--- config.mk ---
export PLATFORM = sky130hd
export DESIGN_NAME = bram_port_arbiter
export DESIGN_NICKNAME = d
export VERILOG_FILES = /design/src/rtl/bram_arb_pkg.sv /design/src/rtl/rr_arbiter.sv /design/src/rtl/bram_port_arbiter.sv
export SDC_FILE = /design/constraint.sdc
export NUM_CORES = 1
export LEC_CHECK = 0
export ABC_AREA = 1
export CAP_MARGIN = 20
export CORE_AREA = 2 2 219 221
export CTS_CLUSTER_DIAMETER = 60
export DETAILED_ROUTE_END_ITERATION = 16
export DIE_AREA = 0 0 221 223
export HOLD_SLACK_MARGIN = 0.08
export PLACE_DENSITY = 0.45
export SYNTH_ARGS = -nofsm -noshare
export SYNTH_HDL_FRONTEND = slang
export SYNTH_SLANG_ARGS = --single-unit
--- constraint.sdc ---
create_clock -name clk -period 10.75 [get_ports clk]
set_input_delay 2.15 -clock clk [delete_from_list [all_inputs] [get_ports clk]]
set_output_delay 2.15 -clock clk [all_outputs]
set_load 0.03 [all_outputs]
--- src/rtl/bram_arb_pkg.sv ---
// Shared definitions for the BRAM port arbiter: default geometry,
// lock-FSM state encoding and a one-hot to index helper.
package bram_arb_pkg;

   localparam int DEFAULT_WIDTH  = 72;
   localparam int DEFAULT_ADDR_W = 9;
   localparam int DEFAULT_N_REQ  = 4;
   localparam int DEFAULT_ID_W   = 2;

   localparam logic [0:0] ST_OPEN   = 1'b0;
   localparam logic [0:0] ST_LOCKED = 1'b1;

   // Converts a one-hot vector of up to 8 requesters into its bit index
   function automatic logic [2:0] onehot_to_idx(input logic [7:0] onehot);
      logic [2:0] idx;
      idx = '0;
      for (int i = 0; i < 8; i++) begin
         if (onehot[i]) begin
            idx = 3'(i);
         end
      end
      return idx;
   endfunction

endpackage

--- src/rtl/rr_arbiter.sv ---
// Rotating priority arbiter: the search starts at ptr and wraps modulo N,
// the first active request wins. Produces a one-hot grant and its index.
// A zero ptr turns this into a plain lowest-index-wins priority encoder.
module rr_arbiter
   import bram_arb_pkg::*;
#(
   parameter int N    = DEFAULT_N_REQ,
   parameter int ID_W = DEFAULT_ID_W
) (
   input  logic [N-1:0]    req,
   input  logic [ID_W-1:0] ptr,
   output logic [N-1:0]    grant,
   output logic [ID_W-1:0] grant_idx,
   output logic            grant_any
);

   // Walk the requesters starting at ptr and grant the first one found
   always_comb begin
      logic            found;
      logic [ID_W:0]   sum;
      logic [ID_W-1:0] pos;
      grant = '0;
      found = 1'b0;
      sum   = '0;
      pos   = '0;
      for (int i = 0; i < N; i++) begin
         sum = {1'b0, ptr} + (ID_W+1)'(i);
         if (sum >= (ID_W+1)'(N)) begin
            sum = sum - (ID_W+1)'(N);
         end
         pos = sum[ID_W-1:0];
         if (!found && req[pos]) begin
            grant[pos] = 1'b1;
            found      = 1'b1;
         end
      end
   end

   assign grant_idx = ID_W'(onehot_to_idx(8'(grant)));
   assign grant_any = |grant;

endmodule

--- src/rtl/bram_port_arbiter.sv ---
// Shares one BRAM port between N_REQ valid/ready requesters. One request
// is accepted per cycle, registered onto the BRAM port the next cycle, and
// read data comes back to the winner two cycles after its accept.
// A requester holding req_lock keeps the port for a burst.
// Build option: define BRAM_ARB_FIXED_PRIO_EN for fixed lowest-index
// priority instead of round-robin (the rotating pointer is then removed).
module bram_port_arbiter
   import bram_arb_pkg::*;
#(
   parameter int WIDTH  = DEFAULT_WIDTH,
   parameter int ADDR_W = DEFAULT_ADDR_W,
   parameter int N_REQ  = DEFAULT_N_REQ,
   parameter int ID_W   = DEFAULT_ID_W
) (
   input  logic                    clk,
   input  logic                    rst,
   input  logic [N_REQ-1:0]        req_valid,
   input  logic [N_REQ-1:0]        req_we,
   input  logic [N_REQ*ADDR_W-1:0] req_addr,
   input  logic [N_REQ*WIDTH-1:0]  req_wdata,
   input  logic [N_REQ-1:0]        req_lock,
   output logic [N_REQ-1:0]        req_ready,
   output logic [N_REQ-1:0]        rsp_valid,
   output logic [WIDTH-1:0]        rsp_rdata,
   output logic [ADDR_W-1:0]       bram_addr,
   output logic [WIDTH-1:0]        bram_wdata,
   output logic                    bram_we,
   input  logic [WIDTH-1:0]        bram_rdata
);

   logic [0:0]        state;
   logic [ID_W-1:0]   owner;
   logic [ID_W-1:0]   arb_ptr;
   logic [N_REQ-1:0]  owner_mask;
   logic [N_REQ-1:0]  arb_req;
   logic [N_REQ-1:0]  grant;
   logic [ID_W-1:0]   grant_idx;
   logic              grant_any;
   logic              accept;
   logic              owner_hold;
   logic [ADDR_W-1:0] win_addr;
   logic [WIDTH-1:0]  win_wdata;
   logic              win_we;
   logic              win_lock;
   logic              pend_valid;
   logic [ID_W-1:0]   pend_idx;

   // While locked and the owner still wants the burst, everyone else is masked
   assign owner_mask = N_REQ'(1) << owner;
   assign owner_hold = (state == ST_LOCKED) && req_valid[owner] && req_lock[owner];
   assign arb_req    = owner_hold ? (req_valid & owner_mask) : req_valid;

   rr_arbiter #(
      .N    (N_REQ),
      .ID_W (ID_W)
   ) u_arb (
      .req       (arb_req),
      .ptr       (arb_ptr),
      .grant     (grant),
      .grant_idx (grant_idx),
      .grant_any (grant_any)
   );

   // Ready is suppressed during reset so outputs read zero asynchronously
   assign accept    = grant_any & ~rst;
   assign req_ready = accept ? grant : '0;

   assign win_addr  = req_addr[grant_idx*ADDR_W +: ADDR_W];
   assign win_wdata = req_wdata[grant_idx*WIDTH +: WIDTH];
   assign win_we    = req_we[grant_idx];
   assign win_lock  = req_lock[grant_idx];

`ifdef BRAM_ARB_FIXED_PRIO_EN
   assign arb_ptr = '0;
`else
   logic [ID_W-1:0] rr_ptr;

   // Rotate priority past the winner; a burst grant leaves the pointer alone
   always_ff @(posedge clk or posedge rst) begin
      if (rst) begin
         rr_ptr <= '0;
      end else if (accept && !owner_hold) begin
         rr_ptr <= (grant_idx == ID_W'(N_REQ-1)) ? '0 : grant_idx + 1'b1;
      end
   end

   assign arb_ptr = rr_ptr;
`endif

   // Lock FSM: enter LOCKED when the winner asks for a burst, leave when it lets go
   always_ff @(posedge clk or posedge rst) begin
      if (rst) begin
         state <= ST_OPEN;
         owner <= '0;
      end else if (accept) begin
         if (win_lock) begin
            state <= ST_LOCKED;
            owner <= grant_idx;
         end else begin
            state <= ST_OPEN;
         end
      end else begin
         state <= ST_OPEN;
      end
   end

   // Register the winner's request onto the BRAM port; idle cycles hold the address
   always_ff @(posedge clk or posedge rst) begin
      if (rst) begin
         bram_addr  <= '0;
         bram_wdata <= '0;
         bram_we    <= 1'b0;
      end else if (accept) begin
         bram_addr  <= win_addr;
         bram_wdata <= win_wdata;
         bram_we    <= win_we;
      end else begin
         bram_we    <= 1'b0;
      end
   end

   // Two-stage read tracker: stage one is the BRAM access, stage two the returned data
   always_ff @(posedge clk or posedge rst) begin
      if (rst) begin
         pend_valid <= 1'b0;
         pend_idx   <= '0;
         rsp_valid  <= '0;
      end else begin
         pend_valid <= accept && !win_we;
         pend_idx   <= grant_idx;
         rsp_valid  <= pend_valid ? (N_REQ'(1) << pend_idx) : '0;
      end
   end

   assign rsp_rdata = bram_rdata;

endmodule
==> Word level (Yosys, flattened, before mapping) <==
Index checks and enable logic that the tools add are counted.
{ "word_totals": {"out_inout_bits": 162, "inputBits": 410, "wordCells": 107, "ff_bits": 94} }
{ "classes": {"n_eq_ne": 1, "bitwise": 6, "addsub": 8, "shifts": 4, "mul": 2, "mux": 45, "magnitude_cmp": 14, "n_reduce_logical": 18} }
{ "ops": {"columns": ["cell", "n"], "rows": [
  ["288-bit by 10-bit indexed part select with 72-bit output", 1],
  ["36-bit by 7-bit indexed part select with 9-bit output", 1],
  ["4-bit 2-to-1 mux", 7],
  ["1-bit 2-to-1 mux", 19],
  ["2-bit by 3-bit less-than comparator with 1-bit output (second input constant)", 6],
  ["1-bit binary-select mux with 2-bit select", 8],
  ["2-bit 2-to-1 mux", 7],
  ["2-bit by 4-bit multiplier with 6-bit output (second input constant)", 2],
  ["4-bit OR", 3],
  ["1-bit logical AND", 11],
  ["3-bit greater-or-equal comparator (second input constant)", 3],
  ["1-bit demux with 2-bit select", 4],
  ["2-bit by 1-bit greater-or-equal comparator with 1-bit output (second input constant)", 4],
  ["1-bit by 2-bit << shifter with 4-bit output (first input constant)", 2],
  ["2-bit by 1-bit subtractor with 2-bit output (second input constant)", 4],
  ["2-bit by 2-bit adder with 3-bit output (second input constant)", 2],
  ["1-bit zero test", 5],
  ["4-bit bitwise AND", 1],
  ["4-bit OR reduction", 1],
  ["2-bit by 1-bit adder with 3-bit output (second input constant)", 1],
  ["2-bit by 3-bit greater-or-equal comparator with 1-bit output (second input constant)", 1],
  ["2-bit by 1-bit adder with 2-bit output (second input constant)", 1],
  ["2-bit equality test (second input constant)", 1],
  ["2-bit AND reduction", 1],
  ["other kinds (2)", 2]
]} }

==> Longest topological paths before layout <==
Gate-level depths: netlist (run 1).
{ "logic_depth": {"word_depth": 24, "mapped_depth": 24, "ltp_nobuf": 23} }

==> Modules after synthesis <==
From an unflattened synthesis (run 1), not the netlist that was laid out.
{ "unflattened": {"hier_cells": 1046, "hier_area_um2": 6984.2} }
{ "modules_own_cells": {"columns": ["mod", "seq_area_each_um2", "cells_each", "instances", "area_each_um2"], "rows": [
  ["bram_port_arbiter", 2352.3, 963, 1, 6517.5],
  ["rr_arbiter", 0.0, 83, 1, 466.7]
]} }

==> Least setup slack after synthesis (run 1) <==
OpenSTA, ideal clock, no wires.
{ "synth_timing": {"path_kind": "input to output", "startpoint": "input rst", "endpoint": "output req_ready[1]", "cell_stages": 4, "t_arrival_ns": 5.131, "required_time_ns": 8.600, "setup_slack_ns": 3.469, "path_buffers": 1, "cell_sequence": "inv_1 -> nand2_2 -> clkbuf_1 -> nor2_1"} }
{ "synth_between": {"elab_chain_cells": 3} }
{ "synth_rtl": {"columns": ["element", "line", "text"], "rows": [
  ["start, declared", "bram_port_arbiter.sv:16", "input logic rst,"],
  ["1-bit NOT", "bram_port_arbiter.sv:65", "assign accept = grant_any & ~rst;"],
  ["1-bit bitwise AND", "bram_port_arbiter.sv:65", null],
  ["4-bit 2-to-1 mux", "bram_port_arbiter.sv:66", "assign req_ready = accept ? grant : '0;"],
  ["end, declared", "bram_port_arbiter.sv:22", "output logic [N_REQ-1:0] req_ready,"]
]} }
Every way passes these cells.

==> Worst setup path after layout (run 1) <==
{ "layout_timing": {"startpoint": "input req_valid[1]", "endpoint": "output req_ready[1]"} }
{ "layout_between": {"elab_chain_cells": 20, "elab_cells_between_ends": 33, "classes_between": "mux (19); bitwise (5); reduce/logical (9)"} }
{ "layout_rtl": {"columns": ["element", "line", "text"], "rows": [
  ["start, declared", "bram_port_arbiter.sv:17", "input logic [N_REQ-1:0] req_valid,"],
  ["1-bit binary-select mux with 2-bit select", "bram_port_arbiter.sv:50", "assign owner_hold = (state == ST_LOCKED) && req_valid[owner] && req_lock[owner];"],
  ["1-bit 2-to-1 mux (not written as such)", "bram_port_arbiter.sv:50", null],
  ["1-bit logical AND (2 in a row)", "bram_port_arbiter.sv:50", null],
  ["4-bit 2-to-1 mux (*)", "bram_port_arbiter.sv:51", "assign arb_req = owner_hold ? (req_valid & owner_mask) : req_valid;"],
  ["1-bit binary-select mux with 2-bit select", "rr_arbiter.sv:32", "if (!found && req[pos]) begin"],
  ["1-bit 2-to-1 mux (not written as such)", "rr_arbiter.sv:32", null],
  ["1-bit 2-to-1 mux", "rr_arbiter.sv:32", null],
  ["1-bit zero test", "rr_arbiter.sv:32", null],
  ["[... 3 more ...]", null, null],
  ["1-bit logical AND", "rr_arbiter.sv:32", null],
  ["1-bit 2-to-1 mux", "rr_arbiter.sv:32", null],
  ["1-bit zero test", "rr_arbiter.sv:32", null],
  ["1-bit logical AND", "rr_arbiter.sv:32", null],
  ["4-bit 2-to-1 mux (*)", "rr_arbiter.sv:32", null],
  ["4-bit OR reduction", "rr_arbiter.sv:40", "assign grant_any = |grant;"],
  ["1-bit bitwise AND", "bram_port_arbiter.sv:65", null],
  ["4-bit 2-to-1 mux (*)", "bram_port_arbiter.sv:66", null]
]} }
Every way passes the cells marked *; elsewhere a longest branch is shown, timed or not. The select of a mux whose other input is x is not followed.

==> flow_summary.json, run 1 <==
{
  "wl_met3_um": 2502,
  "holdPathStages": 1,
  "clkLatencyLatePin_ns": 0.38,
  "start_util": 0.1701,
  "grt_start_max_net_pins": 85,
  "final_cell_mix": "nand2_1, clkdlybuf4s50_1, inv_1, a21oi_1, dfrtp_1",
  "max-cap-violations": 0,
  "reg2reg_from": "arb_ptr[0]",
  "met2_length_um": 16650,
  "hold_viol": 0,
  "met1_length_um": 13990,
  "vias": 8820,
  "r2r-end": "bram_addr[1]",
  "fin_ws_ns": 2.731,
  "worstPathMaxFanout": 47,
  "r2r_cells": 18,
  "mostFrequentLayoutCell": "nand2_1",
  "pwr-share-seq": 0.131,
  "power_leakage_nw": 6.211,
  "pwr-share-comb": 0.798,
  "hp-class": "reg -> reg",
  "port_buffers": 427,
  "die_height_um": 223,
  "synth_edf_count": 0,
  "cp.buffers_inverters": 2,
  "cts.sink_count": 94,
  "coreArea_mm2": 0.04715,
  "critPathMostFrequentCell": "nand2_1",
  "seq_area_frac_synth": 0.2933,
  "hp-start": "pend_idx[0]",
  "cts_root_buf": "clkbuf_16",
  "ctsHoldBuffers": 0,
  "area_delta_synth_final_pct": 55.98,
  "syn_avg_cell_area_um2": 6.203,
  "tightest_slew_ns": 1.098,
  "post-place-ws_ns": 2.677,
  "fmax_ghz": 0.1247,
  "drive_above_1_share": 0.03184,
  "async_reset_ff_frac": 1.000,
  "antenna_found_initial": 2,
  "diodes": 0,
  "crit_chain": "clkdlybuf4s50_1 -> nand2_1 -> a31oi_4 -> nand3_1 -> nand2_1 -> nand2_1 -> nand3_1 -> nand2_1 -> nor2_2 -> nand3_1 -> nand3_4 -> nor2_2 -> nand2_1 -> nand2_4 -> nor2_1 -> clkdlybuf4s50_1",
  "ir_drop_mv": 0.2031,
  "crit_type": "in -> out",
  "routed_wirelength_um": 34510,
  "cts_tree": "done",
  "clkPwrFrac": 0.070,
  "ys_ff_latch": 94,
  "max_stage_delay_ns": 0.69,
  "p_total_mw": 4.941,
  "r2r_slack_ns": 5.46,
  "post_cts_resize_count": 0,
  "cp_top_family": "simple AND/OR/NAND/NOR gates",
  "antenna_left": 0,
  "switchingPower_mw": 2.869,
  "cp_slowest_cell": "clkdlybuf4s50_1",
  "cts.reportedPaths.clkPinSlew_ns": 0.07,
  "netSwitchingFraction": 0.5806,
  "synthCells": 1293,
  "finalMaxSlewViolations": 0,
  "cts_buffer_depth": 2,
  "arrival_ns": 5.87,
  "finClkSkew_ns": 0.01121,
  "postCtsSetupBuffers": 0,
  "die_area_mm2": 0.04928,
  "die_w_um": 221,
  "syn_nets": 1711,
  "status": "complete, no violations",
  "end_kind": "output pin",
  "routedWlPerCell_um": 15.57,
  "cts_buffers": 9,
  "synth-warning-count": 0,
  "worstPathRequired_ns": 8.60,
  "worstHoldEndpoint": "rsp_valid[0]",
  "final_nets": 2015,
  "drc_errors": 0,
  "setup_viol": 0,
  "intPower_mw": 2.072,
  "synth_area_mm2": 0.008020,
  "rsz0062_at_grt": "false",
  "placed_area_mm2": 0.01220,
  "post-route-period-util": 0.7459,
  "grt_pass1_vias": 9264,
  "synthFlopType": "dfrtp_1",
  "cp-startpoint": "req_valid[1]",
  "row_count": 80,
  "cts_htree_levels": 3,
  "dp_hpwl_um": 26070,
  "dr.pass1.iters": 5,
  "grt_first_pass_wirelength_um": 53170,
  "finalCriticalPeriod_ns": 8.019,
  "io_pins": 572,
  "top_layer": "met5",
  "track_usage": 0.1399,
  "drtIter0Drc": 303,
  "synth.distinct_cells": 25,
  "grt_overflow": 0,
  "critPathLaunchType": "primary input",
  "fin_util": 0.2653,
  "max_slew_margin": 0.2680,
  "postLayoutCellArea_mm2": 0.01251,
  "final.setup.tns_ns": 0,
  "drt-vias-per-instance": 3.978,
  "place.gp.congestion": 0.8483,
  "power_density_mw_per_mm2": 395.0
}
[state kept, by name, indices dropped and copies added, names as in the netlist]
register,cells
owner,2
rsp_valid,4
bram_wdata,72
pend_idx,2
bram_we,1
pend_valid,1
state,1
bram_addr,9
arb_ptr,2
[logic make-up after synthesis]
group           Yosys count  share of synthesized area
flops                    94                     0.2933
buf+inv                 335                     0.2087
compound gates          249                     0.1827
simple gates            607                     0.3028
fa+ha+maj                 8                    0.01248
[layout make-up]
cell class              instances  area [um2]
repair buffers                435        4334
well taps                     615       769.5
inverters                     193       729.5
flip-flops and latches         94        2352
clock buffers                  10       239.0
clock inverters                 6       68.82
multi-input cells             864        4016
fillers                      5303       34640
[stage by stage]
| step | hold slack [ns] | std cells |
|---|---|---|
| 2_1_floorplan | 0.4321 | 1293 |
| 3_3_place_gp | 0.4480 | 2201 |
| 3_5_place_dp | 0.4482 | 2201 |
| 4_1_cts | 0.4591 | 2217 |
| 5_1_grt | 0.5031 | 2217 |
| 6_report | 0.4655 | 2217 |
[layer usage]
metal  track usage  vias to the layer above
met2        0.2429                      362
met3       0.04465                       65
li1              -                     4472
met1        0.1545                     3919
met5             0                        -
met4       0.06733                        2
[synth_stat cells, types with 2 or more instances]
cell type	n	area [um2]
nand2_1	538	2019
inv_1	184	690.7
a21oi_1	164	820.8
dfrtp_1	94	2352
buf_4	85	638.1
o21bai_1	81	608.1
buf_2	36	180.2
nand3_1	36	180.2
clkbuf_1	11	41.29
nor2_1	11	41.29
ha_1	8	100.1
buf_6	7	78.83
inv_2	7	26.28
nand2_2	7	43.79
nand3_2	4	40.04
nor3_1	4	20.02
buf_1	3	11.26
o21ai_0	3	15.01
clkinv_1	2	7.510
nor2_2	2	12.51
nor2_4	2	22.52
[power by group through the flow]
| stage | sequential, mW | combinational (mW) | clock (mW) |
|---|---|---|---|
| global placement | 0.653 | 4.02 | 0 |
| global route | 0.673 | 4.48 | 0.378 |
| floorplan | 0.931 | 2.65 | 0 |
| finish | 0.648 | 3.94 | 0.348 |
| CTS | 0.651 | 4.05 | 0.371 |
| detailed placement | 0.653 | 4.04 | 0 |
[how the worst max path moves through the flow]
stage / end / slack (ns) / cells after the start
finish: req_ready[1] / 2.73 / 16
global route: req_ready[2] / 2.35 / 16
CTS: req_ready[2] / 2.67 / 16
detailed placement: req_ready[2] / 2.68 / 16
global placement: req_ready[2] / 2.81 / 16
floorplan: req_ready[1] / 3.47 / 4
Note: power is estimated with default switching activity, not from simulation.
==> run 2, diff against run 1 <==
- clock period: 10.75 -> 7.75 ns (I/O delays scaled with it)
==> run 2 against run 1 <==
Net effect: clock power grew 32%; first-iteration DRC count rose by 48%; via count rose by 2.2%; power up 42%; register-to-register slack got worse by 1.9 ns; sequential power increased by 39%; setup slack worse by 1.4 ns; critical path depth is 1 lower; hold slack worse by 0.015 ns; flip-flop and latch count stayed put; global-route usage is 0.46 points higher; cell count about the same; critical endpoint is now req_ready[3]; highest routed layer is now met4.
==> flow_summary.json, run 2 (synthesized netlist as in run 1, its figures left out) <==
{
  "crit_type": "in -> out",
  "fmax_ghz": 0.1565,
  "die_area_mm2": 0.04928,
  "final_nets": 2019,
  "wl_met3_um": 2716,
  "top_register": "bram_wdata",
  "drtIter0Drc": 448,
  "place.gp.congestion": 0.8449,
  "crit_chain": "clkdlybuf4s50_1 -> nand2_1 -> a31oi_4 -> nand3_1 -> nand2_1 -> nand2_1 -> nand3_1 -> nand2_1 -> nor2_2 -> nand3_1 -> nand3_4 -> buf_4 -> nand2_1 -> inv_1 -> clkdlybuf4s50_1",
  "cts_buffer_depth": 2,
  "hp-start": "pend_idx[0]",
  "postCtsSetupBuffers": 0,
  "ir_drop_mv": 0.5157,
  "status": "complete, no violations",
  "drt-vias-per-instance": 4.065,
  "critPathLaunchType": "primary input",
  "grt_pass1_vias": 9274,
  "start_util": 0.1701,
  "max_stage_delay_ns": 0.66,
  "cp-startpoint": "req_valid[1]",
  "drc_errors": 0,
  "routedWlPerCell_um": 16.06,
  "critPathMostFrequentCell": "nand2_1",
  "r2r_cells": 23,
  "fin_ws_ns": 1.361,
  "cts_buffers": 9,
  "cp.buffers_inverters": 4,
  "area_delta_synth_final_pct": 56.13,
  "track_usage": 0.1445,
  "dr.pass1.iters": 7,
  "diodes": 0,
  "holdPathStages": 1,
  "met2_length_um": 17210,
  "largest_reg_flops": 72,
  "post-route-period-util": 0.8244,
  "post-place-ws_ns": 1.405,
  "routed_wirelength_um": 35630,
  "reg2reg_from": "owner[0]",
  "vias": 9017,
  "arrival_ns": 4.84,
  "max_slew_margin": 0.2807,
  "drive_above_1_share": 0.03182,
  "power_density_mw_per_mm2": 558.8,
  "cp_slowest_cell": "clkdlybuf4s50_1",
  "met1_length_um": 14690,
  "hp-class": "reg -> reg",
  "dp_hpwl_um": 25880,
  "die_height_um": 223,
  "cp_top_family": "buffers and inverters",
  "grt_overflow": 0,
  "final_cell_mix": "nand2_1, clkdlybuf4s50_1, inv_1, a21oi_1, dfrtp_1",
  "max-cap-violations": 0,
  "port_buffers": 427,
  "tightest_slew_ns": 1.079,
  "antenna_left": 0,
  "ctsHoldBuffers": 0,
  "antenna_found_initial": 0,
  "clkLatencyLatePin_ns": 0.37,
  "top_layer": "met4",
  "cts.reportedPaths.clkPinSlew_ns": 0.07,
  "finalMaxSlewViolations": 0,
  "cts.sink_count": 94,
  "cts_htree_levels": 3,
  "io_pins": 572,
  "finClkSkew_ns": 0.007995,
  "post_cts_resize_count": 0,
  "grt_start_max_net_pins": 85,
  "fillers": 5331,
  "mostFrequentLayoutCell": "nand2_1",
  "cts_tree": "done",
  "hold_viol": 0,
  "die_w_um": 221,
  "rsz0062_at_grt": "false",
  "row_count": 80,
  "grt_first_pass_wirelength_um": 54880,
  "worstPathRequired_ns": 6.20,
  "finalCriticalPeriod_ns": 6.389,
  "coreArea_mm2": 0.04715,
  "top_regs": "bram_wdata: 72 flops, bram_addr: 9 flops, rsp_valid: 4 flops",
  "worstPathMaxFanout": 45,
  "final.setup.tns_ns": 0,
  "setup_viol": 0,
  "cp.depth": 15,
  "power_leakage_nw": 6.234,
  "cts_root_buf": "clkbuf_16",
  "end_kind": "output pin"
}
[run 2: cell count changes in the layout (fill, tap and decap cells not counted), sizes merged]
cell | previous run | this run
buf | 8 | 12
clkinvlp | 4 | 0
clkbuf | 10 | 11
clkinv | 4 | 5
inv | 190 | 189
[run 2: layer usage]
| metal | GRT usage | up-vias |
|---|---|---|
| met5 | 0 | - |
| met4 | 0.05196 | 0 |
| met3 | 0.04978 | 62 |
| met2 | 0.2492 | 366 |
| met1 | 0.1654 | 4107 |
| li1 | - | 4482 |
[run 2: power by group]
group	total [mW]	internal (mW)	switching [mW]
Clock	0.460	0.254	0.207
Sequential	0.899	0.758	0.141
Combinational	5.64	1.90	3.73
[run 2: worst paths after layout]
path                                        to  slack, ns
worst max-delay path              req_ready[3]       1.36
worst min-delay path              rsp_valid[2]       0.45
worst max register to register        owner[1]       3.58
worst min register to register    rsp_valid[2]       0.45
max in group asynchronous       bram_wdata[60]       4.87
min in group asynchronous       bram_wdata[23]       1.70
[run 2: through the flow]
stage               std cells  total power, mW  hold slack [ns]  area [um2]    util
floorplan                1293            4.971           0.4321        8020       -
global placement         2204            6.607           0.4512       12220  0.2593
detailed placement       2204            6.622           0.4526       12220  0.2593
CTS                      2217            7.131           0.4551       12500  0.2652
global route             2218            7.786           0.4998       12520  0.2656
finish                   2218            6.998           0.4508       12520  0.2656
[run 2: area by class of cell]
| cell class | instances | area (um2) | area share |
|---|---|---|---|
| clock inverters | 2 | 35.03 | 0.002798 |
| well taps | 615 | 769.5 | 0.06145 |
| inverters | 193 | 729.5 | 0.05825 |
| repair buffers | 439 | 4377 | 0.3495 |
| multi-input cells | 864 | 4016 | 0.3207 |
| flip-flops and latches | 94 | 2352 | 0.1879 |
| clock buffers | 11 | 242.7 | 0.01938 |
